$ cat config.mk
export PLATFORM = sky130hd
export DESIGN_NAME = imem_loader
export DESIGN_NICKNAME = d
export VERILOG_FILES = /design/src/rtl/imem_loader.sv
export SDC_FILE = /design/constraint.sdc
export NUM_CORES = 1
export LEC_CHECK = 0
export ABC_AREA = 1
export CAP_MARGIN = 20
export CORE_AREA = 2 2 93 95
export CTS_CLUSTER_DIAMETER = 120
export DETAILED_ROUTE_END_ITERATION = 10
export DIE_AREA = 0 0 95 97
export HOLD_SLACK_MARGIN = 0.12
export PLACE_DENSITY = 0.74
export SYNTH_ARGS = -nofsm -noshare
export SYNTH_HDL_FRONTEND = slang
export SYNTH_SLANG_ARGS = --single-unit
$ cat constraint.sdc
create_clock -name clk -period 1.6 [get_ports clk]
set_input_delay 0.4 -clock clk [delete_from_list [all_inputs] [get_ports clk]]
set_output_delay 0.4 -clock clk [all_outputs]
set_load 0.01 [all_outputs]
$ cat src/rtl/imem_loader.sv
// rtl/imem_loader.sv - boot-time byte-stream loader for instruction memory (optional IMEM_LOADER_CHECKSUM_EN)
module imem_loader #(
    parameter int ADDR_WIDTH = 8
) (
    input  logic                  clk,
    input  logic                  rst_n,
    input  logic                  start,
    input  logic                  byte_valid,
    input  logic [7:0]            byte_data,
    output logic                  byte_ready,
    output logic                  mem_we,
    output logic [ADDR_WIDTH-1:0] mem_addr,
    output logic [31:0]           mem_wdata,
    output logic                  cpu_hold,
    output logic                  busy,
    output logic                  done,
    output logic                  error
);

    typedef enum logic [2:0] {
        S_IDLE,
        S_HDR0,
        S_HDR1,
        S_DATA,
        S_CSUM,
        S_DONE,
        S_ERR
    } state_t;

    state_t                  state;
    logic [7:0]              cnt_lo;
    logic [ADDR_WIDTH-1:0]   last_addr;
    logic [1:0]              byte_idx;
    logic [23:0]             word_buf;
    logic                    last_pend;
`ifdef IMEM_LOADER_CHECKSUM_EN
    logic [7:0]              csum;
`endif

    logic                    accept;
    logic [15:0]             hdr_count;

    assign accept    = byte_valid && byte_ready;
    assign hdr_count = {byte_data, cnt_lo};

    // Loader FSM: header parse, little-endian word assembly, write strobes and status flags
    always_ff @(posedge clk) begin
        if (!rst_n) begin
            state      <= S_IDLE;
            cnt_lo     <= 8'd0;
            last_addr  <= '0;
            byte_idx   <= 2'd0;
            word_buf   <= 24'd0;
            last_pend  <= 1'b0;
            byte_ready <= 1'b0;
            mem_we     <= 1'b0;
            mem_addr   <= '0;
            mem_wdata  <= 32'd0;
            cpu_hold   <= 1'b1;
            busy       <= 1'b0;
            done       <= 1'b0;
            error      <= 1'b0;
`ifdef IMEM_LOADER_CHECKSUM_EN
            csum       <= 8'd0;
`endif
        end else begin
            mem_we <= 1'b0;
            // Address advances in the cycle after each write strobe
            if (mem_we) begin
                mem_addr <= mem_addr + 1'b1;
            end
            case (state)
                S_IDLE, S_DONE, S_ERR: begin
                    if (start) begin
                        state      <= S_HDR0;
                        done       <= 1'b0;
                        error      <= 1'b0;
                        byte_idx   <= 2'd0;
                        mem_addr   <= '0;
                        last_pend  <= 1'b0;
                        cpu_hold   <= 1'b1;
                        busy       <= 1'b1;
                        byte_ready <= 1'b1;
`ifdef IMEM_LOADER_CHECKSUM_EN
                        csum       <= 8'd0;
`endif
                    end
                end
                S_HDR0: begin
                    if (accept) begin
                        cnt_lo <= byte_data;
                        state  <= S_HDR1;
                    end
                end
                S_HDR1: begin
                    if (accept) begin
                        if (hdr_count == 16'd0) begin
                            state      <= S_DONE;
                            done       <= 1'b1;
                            cpu_hold   <= 1'b0;
                            busy       <= 1'b0;
                            byte_ready <= 1'b0;
                        end else if ({16'd0, hdr_count} > (32'd1 << ADDR_WIDTH)) begin
                            state      <= S_ERR;
                            error      <= 1'b1;
                            busy       <= 1'b0;
                            byte_ready <= 1'b0;
                        end else begin
                            // N-1 always fits in ADDR_WIDTH bits once N <= capacity
                            last_addr <= ADDR_WIDTH'(hdr_count - 16'd1);
                            state     <= S_DATA;
                        end
                    end
                end
                S_DATA: begin
                    if (last_pend) begin
                        // Final word's strobe is out this cycle; wrap up the load
                        last_pend <= 1'b0;
`ifdef IMEM_LOADER_CHECKSUM_EN
                        state      <= S_CSUM;
                        byte_ready <= 1'b1;
`else
                        state      <= S_DONE;
                        done       <= 1'b1;
                        cpu_hold   <= 1'b0;
                        busy       <= 1'b0;
`endif
                    end else if (accept) begin
`ifdef IMEM_LOADER_CHECKSUM_EN
                        csum <= csum ^ byte_data;
`endif
                        if (byte_idx == 2'd3) begin
                            mem_wdata <= {byte_data, word_buf};
                            mem_we    <= 1'b1;
                            byte_idx  <= 2'd0;
                            if (mem_addr == last_addr) begin
                                last_pend  <= 1'b1;
                                byte_ready <= 1'b0;
                            end
                        end else begin
                            case (byte_idx)
                                2'd0:    word_buf[7:0]   <= byte_data;
                                2'd1:    word_buf[15:8]  <= byte_data;
                                default: word_buf[23:16] <= byte_data;
                            endcase
                            byte_idx <= byte_idx + 2'd1;
                        end
                    end
                end
`ifdef IMEM_LOADER_CHECKSUM_EN
                S_CSUM: begin
                    if (accept) begin
                        byte_ready <= 1'b0;
                        busy       <= 1'b0;
                        if (byte_data == csum) begin
                            state    <= S_DONE;
                            done     <= 1'b1;
                            cpu_hold <= 1'b0;
                        end else begin
                            state <= S_ERR;
                            error <= 1'b1;
                        end
                    end
                end
`endif
                default: begin
                    state <= S_IDLE;
                end
            endcase
        end
    end

endmodule

==> results.txt <==
----------------------------------------------------
[Outcome]
  Status ... finished, final reports clean

[Final layout]
  Fraction of final layout cells with drive strength greater than 1 ... 0.1809
  Fill cells ... 724
  Antenna Diode Count ... 0
  Total Nets Final ... roughly 620
  Synthesis-to-layout area growth ... 29.83%

[Die]
  Number of core rows ... 33
  Overall die height ... around 97 um
  Area enclosed by the die boundary ... 0.009215 mm2
  Number of top-level pins ... 58
  Starting Density ... 0.4750
  Core footprint ... ~0.0081 mm2
  Die outline width ... 95 um

[Yosys]
  Distinct cell type count after synthesis ... 30
  Post-synthesis share of cell area spent on xor and xnor gates ... 0.03854
  Leading register cell type out of synthesis ... sky130_fd_sc_hd__dfxtp_1
  Ys Warns ... 0
  Cell types with the highest counts after synthesis ... sky130_fd_sc_hd__nor2_1, sky130_fd_sc_hd__dfxtp_1, sky130_fd_sc_hd__o21ai_0
  Total standard cell area after synthesis ... 0.003864 mm2
  Average footprint of a synthesized cell ... 7.488 um2
  Count leader, synth ... sky130_fd_sc_hd__nor2_1
  Number of synthesized flops with an enable pin ... 0
  Seq cells post-synth ... 92
  Area fraction of the dominant cell type after synthesis ... 0.4767
  Fraction of the mapped netlist area in compound gates ... 0.1350
  Top cell type by total area after synthesis ... sky130_fd_sc_hd__dfxtp_1
  Area share of and/or/nand/nor cells after synthesis ... 0.2626
  Synthesized netlist net count ... 534
  Share of synthesized area occupied by flip-flops and latches ... 0.4767
  Main area contributors after synthesis ... sky130_fd_sc_hd__dfxtp_1, sky130_fd_sc_hd__nor2_1, sky130_fd_sc_hd__o21ai_0
  Number of standard cells after synthesis ... 516
  Adder and majority gate portion of the synthesized area ... 0.01943
  Proportion of register bits with asynchronous set or reset after synthesis ... 0
  Dominant combinational cell family by area after synthesis ... simple AND/OR/NAND/NOR gates
  Proportion of synthesized area in mux cells ... 0

[STA]
  Post-layout worst setup margin ... 0.06160 ns
  Fin Clk Skew ... 0.01643 ns
  FMAX ... 0.6500 GHz
  Shortest clock period the worst path allows after layout ... 1.538 ns
  Minimum hold slack ... 0.4530 ns
  Final setup fails ... 0
  Final count of pins violating max slew ... 0
  Number of hold violations in the final report ... 0
  Worst max-slew margin expressed relative to the limit ... 0.6878
  Transition time at the pin with the least slew margin ... 0.4684 ns
  Final clock period utilization by the worst path ... 0.9615
  Setup repair after global routing missed its margin ... yes

[Worst hold path]
  Type of the worst min-delay path ... reg2reg

[Global routing]
  Via count of the first global-routing pass ... 3265
  Wire length of the first global-routing pass ... 15000 um
  GRT Resource Usage Total ... 0.2072
  Largest net degree at the start of global routing ... 28
  Final global-route overflow total ... 0
  Initial antenna violation count ... 0

[Critical path]
  Top fanout value on the critical path ... 8
  Kind of end point of the critical path ... flip-flop
  Worst setup path startpoint ... byte_data[7]
  R2R Path Start ... cnt_lo[2]
  Worst reg-to-reg path cell count ... 9
  R2R Path End ... last_addr[7]
  Reg2reg setup slack ... about 0.090 ns
  WP buf/inv ... 2
  Number of logic stages on the critical path including buffering ... 10
  Arrival @ worst endpoint ... 1.82 ns
  Crit-path max cell delay ... 0.44 ns
  Most Frequent Cell on Critical Path ... sky130_fd_sc_hd__nor2_1
  Largest delay share family, worst path ... simple AND/OR/NAND/NOR gates
  Worst setup path category ... in2reg
  Worst path cell trace ... clkdlybuf4s50_1 -> nor2_1 -> nand3_1 -> nor2_2 -> nand2_2 -> nor2_4 -> nand2_4 -> buf_4 -> nor2_1 -> nor2_1
  CP required ... 1.88 ns
  Endpoint of the worst setup timing path ... last_addr[7]
  Worst path slowest cell ... sky130_fd_sc_hd__clkdlybuf4s50_1
  Type of origin of the critical path ... primary input

[Placement]
  Post-placement worst setup slack ... -0.4802 ns
  Port Buffer Count ... 57
  Final HPWL DP ... 6568 um
  Placer Congestion ... approximately 0.9

[Pwr]
  Total power ... 5.554 mW
  Worst voltage drop across the vdd grid ... 0.5742 mV
  Power Dens Cells ... 1107 mW/mm2
  Leakage component of the power ... 2.280 nW

[Clock tree]
  Total clock sinks ... 92
  Post-CTS Hold Buffers ... 0
  Root buffer cell ... sky130_fd_sc_hd__clkbuf_8
  Source-to-sink clock delay at the later pin of the worst-skew pair ... 0.38 ns
  Number of buffers added by the clock tree synthesis step ... 9
  Depth of the CTS H-tree ... 3
  Clock-pin slew reported for the worst setup and hold paths after clock tree synthesis ... 0.10 ns
  TritonCTS clock tree ... built
  Maximum clock path buffer count ... 2

[Routing]
  Post-DRT Antenna Nets ... 0
  Count of TritonRoute iterations in the first routing pass ... 4
  Initial detailed-routing violation count ... approximately 120
  DR DRC count ... 0
  Final routed wire length divided by cell count ... around 13 um
  Via-to-Cell Ratio ... 4.982
  Via count ... 3552
  Total Wirelength ... 9108 um

[Flow run]
  Count of maximum capacitance violations ... 0

----------------------------------------------------
cell type report:
cell class,instances,area (um2),share of cell area
multi-input combinational,366,1844,0.3677
sequential,92,1862,0.3712
timing repair buffer,91,793.3,0.1581
tap,105,131.4,0.02619
inverter,43,180.2,0.03592
clock inverter,7,81.33,0.01621
clock buffer,9,123.9,0.02469
where the power goes:
part / switching, mW / total (mW) / internal [mW]
registers: 0.112 / 2.53 / 2.42
logic: 0.838 / 1.38 / 0.537
clock network: 0.898 / 1.65 / 0.750
tightest hold or removal path: cells and delay by family, from the launching register on:
family / cells / cell delay, ns
AO/OA/AOI/OAI: 1 / 0.05
buffers and inverters: 1 / 0.05
flip-flops: 1 / 0.31
worst min-delay path by stage:
stage | cells past startpoint | start | end
2_1_floorplan | 1 | cnt_lo[0] | last_addr[0]
5_1_grt | 3 | byte_data[1] | cnt_lo[1]
4_1_cts | 2 | rst_n | cpu_hold
3_5_place_dp | 2 | error | error
3_3_place_gp | 2 | error | error
6_report | 2 | error | error
flip-flops by register name, indices dropped and copies added (netlist names):
| register | flops |
|---|---|
| mem_wdata | 32 |
| word_buf | 24 |
| cnt_lo | 8 |
| last_addr | 8 |
| mem_addr | 8 |
| state | 3 |
| byte_idx | 2 |
| busy | 1 |
| byte_ready | 1 |
| cpu_hold | 1 |
| done | 1 |
| error | 1 |
| last_pend | 1 |
| mem_we | 1 |
cells by family (layout without fill, tap and decap cells):
kind of cell             Yosys count  in the layout
AO/OA/AOI/OAI                    103            103
XOR/XNOR                          17             17
adder cells (fa/ha/maj)            6              6
buffers and inverters             58            150
flip-flops                        92             92
AND/OR/NAND/NOR                  240            240
per-stage QoR:
step / area, um2 / std cells / setup TNS (ns) / util
after detailed placement: 4732 / 696 / -22.89 / 0.5818
after CTS: 4901 / 712 / 0 / 0.6025
after floorplan: 3864 / 516 / 0 / -
after global placement: 4732 / 696 / -20.63 / 0.5818
final: 5016 / 713 / 0 / 0.6167
after global routing: 5016 / 713 / -0.09797 / 0.6167
metal layers:
layer | share of wire | global-route usage | wire, um
met1 | 0.44 | 0.2622 | 4020
met2 | 0.50 | 0.3464 | 4563
met3 | 0.038 | 0.04361 | 343
met4 | 0.020 | 0.07135 | 180
met5 | 0 | 0 | 0
cell usage in the layout (no fill, tap or decap), types with 2 or more instances in the layout:
cell                              Yosys  final
sky130_fd_sc_hd__nand3_1             17     15
sky130_fd_sc_hd__nor2_4               2      5
sky130_fd_sc_hd__buf_6                4      2
sky130_fd_sc_hd__nor2_2               5      9
sky130_fd_sc_hd__dfxtp_4              0      2
sky130_fd_sc_hd__clkdlybuf4s50_1      0      6
sky130_fd_sc_hd__clkinv_4             2      3
sky130_fd_sc_hd__dfxtp_1             92     80
sky130_fd_sc_hd__buf_4                0     31
sky130_fd_sc_hd__dlygate4sd2_1        0     46
sky130_fd_sc_hd__inv_2                3      6
sky130_fd_sc_hd__dlymetal6s2s_1       0      4
sky130_fd_sc_hd__ha_1                 6      5
sky130_fd_sc_hd__o21ai_0             73     68
sky130_fd_sc_hd__nor2_1             143    136
sky130_fd_sc_hd__a21oi_1             27     27
sky130_fd_sc_hd__inv_6                0      3
sky130_fd_sc_hd__clkbuf_8             0      9
sky130_fd_sc_hd__inv_4                0      2
sky130_fd_sc_hd__inv_1               35     31
sky130_fd_sc_hd__o21ai_1              1      5
sky130_fd_sc_hd__nand3_2              5      6
sky130_fd_sc_hd__xnor2_1              8      8
sky130_fd_sc_hd__dfxtp_2              0     10
sky130_fd_sc_hd__nand4_1              2      2
sky130_fd_sc_hd__o21ai_2              1      2
sky130_fd_sc_hd__xor2_1               9      9
sky130_fd_sc_hd__nand2_1             55     52
sky130_fd_sc_hd__nand2_2              8     10
timing repair:
| item | CTS | global route |
|---|---|---|
| gates resized for setup | 57 | 42 |
| pin swaps | 0 | 11 |
| setup buffers | 0 | 1 |
| endpoints found under the setup margin | 51 | 80 |
Power figures use the tool's default switching activity.
